[src/rtl/button_reader_if.sv]
// button_reader_if: pin-side bundle for the push-button reader.
// The board/bench side uses master; the reader itself uses slave.
`default_nettype none

interface button_reader_if #(
    parameter int COUNT_WIDTH = 8
);
    logic                   i_button;
    logic                   o_level;
    logic                   o_press;
    logic                   o_release;
    logic [COUNT_WIDTH-1:0] o_count;

    modport master (
        output i_button,
        input  o_level,
        input  o_press,
        input  o_release,
        input  o_count
    );

    modport slave (
        input  i_button,
        output o_level,
        output o_press,
        output o_release,
        output o_count
    );
endinterface

`default_nettype wire

[src/rtl/button_reader.sv]
// button_reader: two-flop synchronizer, per-transition debounce FSM,
// registered level, press/release pulses and a wrapping press counter.
`default_nettype none

module button_reader #(
    parameter int DEBOUNCE_CYCLES = 4,
    parameter int COUNT_WIDTH     = 8
) (
    input  logic            i_clock,
    input  logic            i_reset_n,
    button_reader_if.slave  bus
);
    localparam int CNT_W = ($clog2(DEBOUNCE_CYCLES + 1) < 1) ? 1 : $clog2(DEBOUNCE_CYCLES + 1);
    localparam logic [CNT_W-1:0] CNT_ONE  = CNT_W'(1);
    localparam logic [CNT_W-1:0] CNT_LAST = CNT_W'(DEBOUNCE_CYCLES - 1);

    typedef enum logic [1:0] {
        STABLE_LOW  = 2'd0,
        WAIT_HIGH   = 2'd1,
        STABLE_HIGH = 2'd2,
        WAIT_LOW    = 2'd3
    } state_t;

    logic                   sync1_q, sync2_q;
    state_t                 state_q, state_d;
    logic [CNT_W-1:0]       cnt_q, cnt_d;
    logic                   level_q, level_d;
    logic                   press_q, press_d;
    logic                   release_q, release_d;
    logic [COUNT_WIDTH-1:0] count_q, count_d;

    always_ff @(posedge i_clock) begin
        if (!i_reset_n) begin
            sync1_q   <= 1'b0;
            sync2_q   <= 1'b0;
            state_q   <= STABLE_LOW;
            cnt_q     <= '0;
            level_q   <= 1'b0;
            press_q   <= 1'b0;
            release_q <= 1'b0;
            count_q   <= '0;
        end else begin
            sync1_q   <= bus.i_button;
            sync2_q   <= sync1_q;
            state_q   <= state_d;
            cnt_q     <= cnt_d;
            level_q   <= level_d;
            press_q   <= press_d;
            release_q <= release_d;
            count_q   <= count_d;
        end
    end

    always_comb begin
        state_d   = state_q;
        cnt_d     = cnt_q;
        level_d   = level_q;
        press_d   = 1'b0;
        release_d = 1'b0;
        count_d   = count_q;

        case (state_q)
            STABLE_LOW: begin
                cnt_d = '0;
                if (sync2_q) begin
                    // A single-cycle qualification accepts on the first sighting.
                    if (DEBOUNCE_CYCLES == 1) begin
                        state_d = STABLE_HIGH;
                        level_d = 1'b1;
                        press_d = 1'b1;
                        count_d = count_q + COUNT_WIDTH'(1);
                    end else begin
                        state_d = WAIT_HIGH;
                        cnt_d   = CNT_ONE;
                    end
                end
            end
            WAIT_HIGH: begin
                if (!sync2_q) begin
                    state_d = STABLE_LOW;
                    cnt_d   = '0;
                end else if (cnt_q == CNT_LAST) begin
                    state_d = STABLE_HIGH;
                    cnt_d   = '0;
                    level_d = 1'b1;
                    press_d = 1'b1;
                    count_d = count_q + COUNT_WIDTH'(1);
                end else begin
                    cnt_d = cnt_q + CNT_ONE;
                end
            end
            STABLE_HIGH: begin
                cnt_d = '0;
                if (!sync2_q) begin
                    if (DEBOUNCE_CYCLES == 1) begin
                        state_d   = STABLE_LOW;
                        level_d   = 1'b0;
                        release_d = 1'b1;
                    end else begin
                        state_d = WAIT_LOW;
                        cnt_d   = CNT_ONE;
                    end
                end
            end
            WAIT_LOW: begin
                if (sync2_q) begin
                    state_d = STABLE_HIGH;
                    cnt_d   = '0;
                end else if (cnt_q == CNT_LAST) begin
                    state_d   = STABLE_LOW;
                    cnt_d     = '0;
                    level_d   = 1'b0;
                    release_d = 1'b1;
                end else begin
                    cnt_d = cnt_q + CNT_ONE;
                end
            end
            default: begin
                state_d = STABLE_LOW;
                cnt_d   = '0;
            end
        endcase
    end

    assign bus.o_level   = level_q;
    assign bus.o_press   = press_q;
    assign bus.o_release = release_q;
    assign bus.o_count   = count_q;
endmodule

`default_nettype wire

[src/flat_wrapper.sv]
// flat-port wrapper written by rule: the top's interface ports become plain ports
module button_reader_flat 
#(
    parameter int DEBOUNCE_CYCLES = 4,
    parameter int COUNT_WIDTH     = 8
)
  (i_clock, i_reset_n, bus_i_button, bus_o_level, bus_o_press, bus_o_release, bus_o_count);
  button_reader_if #(.COUNT_WIDTH(COUNT_WIDTH)) bus_i ();
  input  logic i_clock;
  input  logic i_reset_n;
  input wire logic [$bits(bus_i.i_button)-1:0] bus_i_button;
  output wire logic [$bits(bus_i.o_level)-1:0] bus_o_level;
  output wire logic [$bits(bus_i.o_press)-1:0] bus_o_press;
  output wire logic [$bits(bus_i.o_release)-1:0] bus_o_release;
  output wire logic [$bits(bus_i.o_count)-1:0] bus_o_count;
  assign bus_i.i_button = bus_i_button;
  assign bus_o_level = bus_i.o_level;
  assign bus_o_press = bus_i.o_press;
  assign bus_o_release = bus_i.o_release;
  assign bus_o_count = bus_i.o_count;
  button_reader #(.DEBOUNCE_CYCLES(DEBOUNCE_CYCLES), .COUNT_WIDTH(COUNT_WIDTH)) u_core (.i_clock(i_clock), .i_reset_n(i_reset_n), .bus(bus_i));
endmodule
[config.mk]
export PLATFORM = sky130hd
export DESIGN_NAME = button_reader_flat
export DESIGN_NICKNAME = d
export VERILOG_FILES = /design/src/rtl/button_reader_if.sv /design/src/rtl/button_reader.sv /design/src/flat_wrapper.sv
export SDC_FILE = /design/constraint.sdc
export NUM_CORES = 1
export LEC_CHECK = 0
export CORE_MARGIN = 4
export CORE_UTILIZATION = 45
export CTS_CLUSTER_DIAMETER = 30
export CTS_CLUSTER_SIZE = 25
export DETAILED_ROUTE_END_ITERATION = 8
export PLACE_DENSITY = 0.71
export SLEW_MARGIN = 0
export SYNTH_ARGS = -nofsm -noshare
export SYNTH_HDL_FRONTEND = slang
export SYNTH_SLANG_ARGS = --single-unit
[constraint.sdc]
create_clock -name i_clock -period 2.4 [get_ports i_clock]
set_input_delay 0.48 -clock i_clock [delete_from_list [all_inputs] [get_ports i_clock]]
set_output_delay 0.48 -clock i_clock [all_outputs]
set_load 0.01 [all_outputs]
==> metrics.md <==
| Metric | Value |
|---|---|
| Outcome | completed |
| Pin count of the biggest net entering global routing | 20 |
| Detailed placer's ending HPWL | 957.1 um |
| Clk_skew | 0.004868 ns |
| Sequential share of power | 60.1% |
| Worst setup EP type | output pin |
| Core area | about 1500 um2 |
| Cells along the critical path | clkdlybuf4s50_1 |
| CP required | roughly 1.9 ns |
| Clk sinks | 18 |
| Fin crit share | 74.90% |
| Delay-heaviest family, CP | buffers and inverters |
| Starting Density | 47.84% |
| Clk_lat worst skew | slightly below 0.3 ns |
| Peak supply drop | 441.7 uV |
| Post-synthesis sequential area ratio | around half |
| Sw Share | 20.63% |
| Slowest Stage Delay on Critical Path | a little under 0.6 ns |
| CP max FO | 7 |
| NumNets Final | 95 |
| Max-cap violations | 0 |
| Total wire length | between 1 and 1.5 mm |
| Layout cells sized above 1 | 6.742% |
| Gr usage total | 14.92% |
| Total Power | just over 0.5 mW |
| Max Clk Rate | roughly 0.56 GHz |
| Slew Limit Fails | 0 |
| Pint | 0.4040 mW |
| Ys async rst share | 0% |
| Routed via count | 617 |
| Switching power | 0.1050 mW |
| Synth top area share | 50.00% |
| Fillers | 137 |
| #FFs+latches synth | 18 |
| Slew @ Worst Pin | 0.4522 ns |
| Combinational Power Share | 3.3% |
| Crit-path slowest cell | clkdlybuf4s50_1 |
| Syn_nets | 80 |
| Remaining DRCs | 0 |
| Via-to-Cell Ratio | between 5 and 6 |
| Final setup viols | 0 |
| Iter 0 DRT Violations | 12 |
| Synth Warn # | 0 |
| First-pass GRT wire length | 2.408 mm |
| CTS max path bufs | 2 |
| Setup Crit Path Kind | reg2out |
| Gr ovfl total | 0 |
| Syn Inst Count | 75 |
| Area growth, synth to finish | 24.31% |
| Initial antenna violation count | 0 |
| FP Rows | 14 |
| Worst-path clk slew | 0.10 ns |
| # hold bufs at CTS | 0 |
| Unrepaired setup endpoints after global routing | false |
| DIE AREA | 2306 um2 |
| Largest cells by area after synthesis | dfxtp_1 50%, a21oi_1 6.9%, o31ai_1 5.2% |
| I/O Buffers | 13 |
| Top FF cell, synth | dfxtp_1 |
| Synth cell count leaders | 18 x dfxtp_1, 10 x a21oi_1, 5 x o31ai_1, 5 x or4_1 |
| Post CTS Setup Buffer Count | 0 |
| Final min period | 1.798 ns |
| Crit path buffers/inverters | 1 |
| Syn Area/Cell | 9.609 um2 |
| Setup TNS | 0 ns |
| Die X | between 40 and 50 um |
| Die Ht | 48.02 um |
| Syn Std Cell Area | 720.7 um2 |
| Crit start category | register |
| Leakage | 0.3294 nW |
| Post_cts resized | 0 |
| Class of the worst hold path | reg2reg |
| Clk root buf | clkbuf_4 |
| Netlist cell types | 25 |
| PD cells | 568.2 nW/um2 |
| Crit path DAT | 1.32 ns |
| CTS H-tree lvls | 1 |
| Post-synth EDFFs | 0 |
| Clock power share | 36.7% |
| CTS tree | built |
| I/O pin cnt | 14 |
| Leading area contributor after synthesis | dfxtp_1 |
| Most frequent cell after synthesis | dfxtp_1 |
| DRT Pass-1 Iters | 4 |
| Final hold vios | 0 |
| Routed len/inst | 13.15 um |
| Ant. Diodes | 0 |
| Antenna-violating nets left | 0 |
| Routability Congestion | 0.6911 |
| Vias in the first global route | 571 |
| Worst rel slew slack | 69.81% |
| TritonCTS Buffers | 3 |
## registers in the layout, summed over array words and instances (netlist names), named ones only
register              count
u_core.sync2_q            1
u_core.bus.o_press        1
u_core.bus.o_level        1
u_core.cnt_q              3
u_core.state_q            1
u_core.bus.o_count        8
u_core.sync1_q            1
u_core.bus.o_release      1
## cell type report
type	instances	area (um2)	share of cell area [%]
sequential	18	360.3	40.22
multi-input combinational	51	337.8	37.71
timing repair buffer	13	130.1	14.53
clock buffer	4	36.28	4.050
tap	16	20.02	2.235
inverter	3	11.26	1.257
## path summary, 6_finish.rpt
path                                                         start                                 end  slack, ns  cells past startpoint
worst max register to register          u_core.cnt_q[0]$_SDFF_PN0_  u_core.bus.o_count[5]$_SDFFE_PN0P_       0.76                      4
worst max-delay path            u_core.bus.o_count[0]$_SDFFE_PN0P_                      bus_o_count[0]       0.60                      1
worst min register to register           u_core.sync1_q$_SDFF_PN0_           u_core.sync2_q$_SDFF_PN0_       0.45                      1
worst min-delay path                     u_core.sync1_q$_SDFF_PN0_           u_core.sync2_q$_SDFF_PN0_       0.45                      1
## power by group through the flow
stage / sequential, mW / clock (mW) / combinational (mW)
after floorplan: 0.313 / 0 / 0.00777
after global placement: 0.313 / 0 / 0.0164
after detailed placement: 0.313 / 0 / 0.0168
after CTS: 0.306 / 0.194 / 0.0170
after global routing: 0.307 / 0.204 / 0.0189
final: 0.306 / 0.187 / 0.0167
## routing by layer
layer	vias to the layer above	GRT usage (%)	part of all wire, %
met5	-	0	0
met4	0	5.914	1.5
met3	2	4.887	5.1
met2	15	22.69	43
met1	294	19.38	50
li1	306	-	-
## cell families after synthesis
family	synth area share [%]
XOR/XNOR	1.215
adder cells (fa/ha/maj)	3.472
buffers and inverters	3.125
AND/OR/NAND/NOR	25.17
AO/OA/AOI/OAI	17.02
flip-flops	50.00
## cell usage in the layout (no fill, tap or decap)
cell / count
or3b_2: 1
inv_1: 3
clkdlybuf4s50_1: 13
ha_1: 2
clkbuf_8: 1
nor2_1: 1
and3_1: 1
nand2b_1: 1
xor2_1: 1
nand2_1: 4
and2_1: 2
a21boi_0: 1
a21oi_1: 10
nor3b_1: 1
nand4_1: 1
or4_1: 5
or3_1: 2
o21ai_0: 4
dfxtp_1: 18
nand3_1: 3
clkbuf_4: 3
a21o_1: 1
nand4b_1: 1
nor3_1: 2
nand3b_1: 1
nand4b_4: 1
o31ai_1: 5
## metrics by stage
| step | util, % | setup slack (ns) | hold slack, ns | std cells | instance area [um2] |
|---|---|---|---|---|---|
| after floorplan | - | 1.037 | 0.4118 | 75 | 720.7 |
| after global placement | 57.06 | 0.8231 | 0.4322 | 101 | 859.6 |
| after detailed placement | 57.06 | 0.8008 | 0.4367 | 101 | 859.6 |
| after CTS | 59.47 | 0.5918 | 0.4554 | 105 | 895.9 |
| after global routing | 59.47 | 0.5232 | 0.4722 | 105 | 895.9 |
| final | 59.47 | 0.6024 | 0.4508 | 105 | 895.9 |
Power figures use the tool's default switching activity.
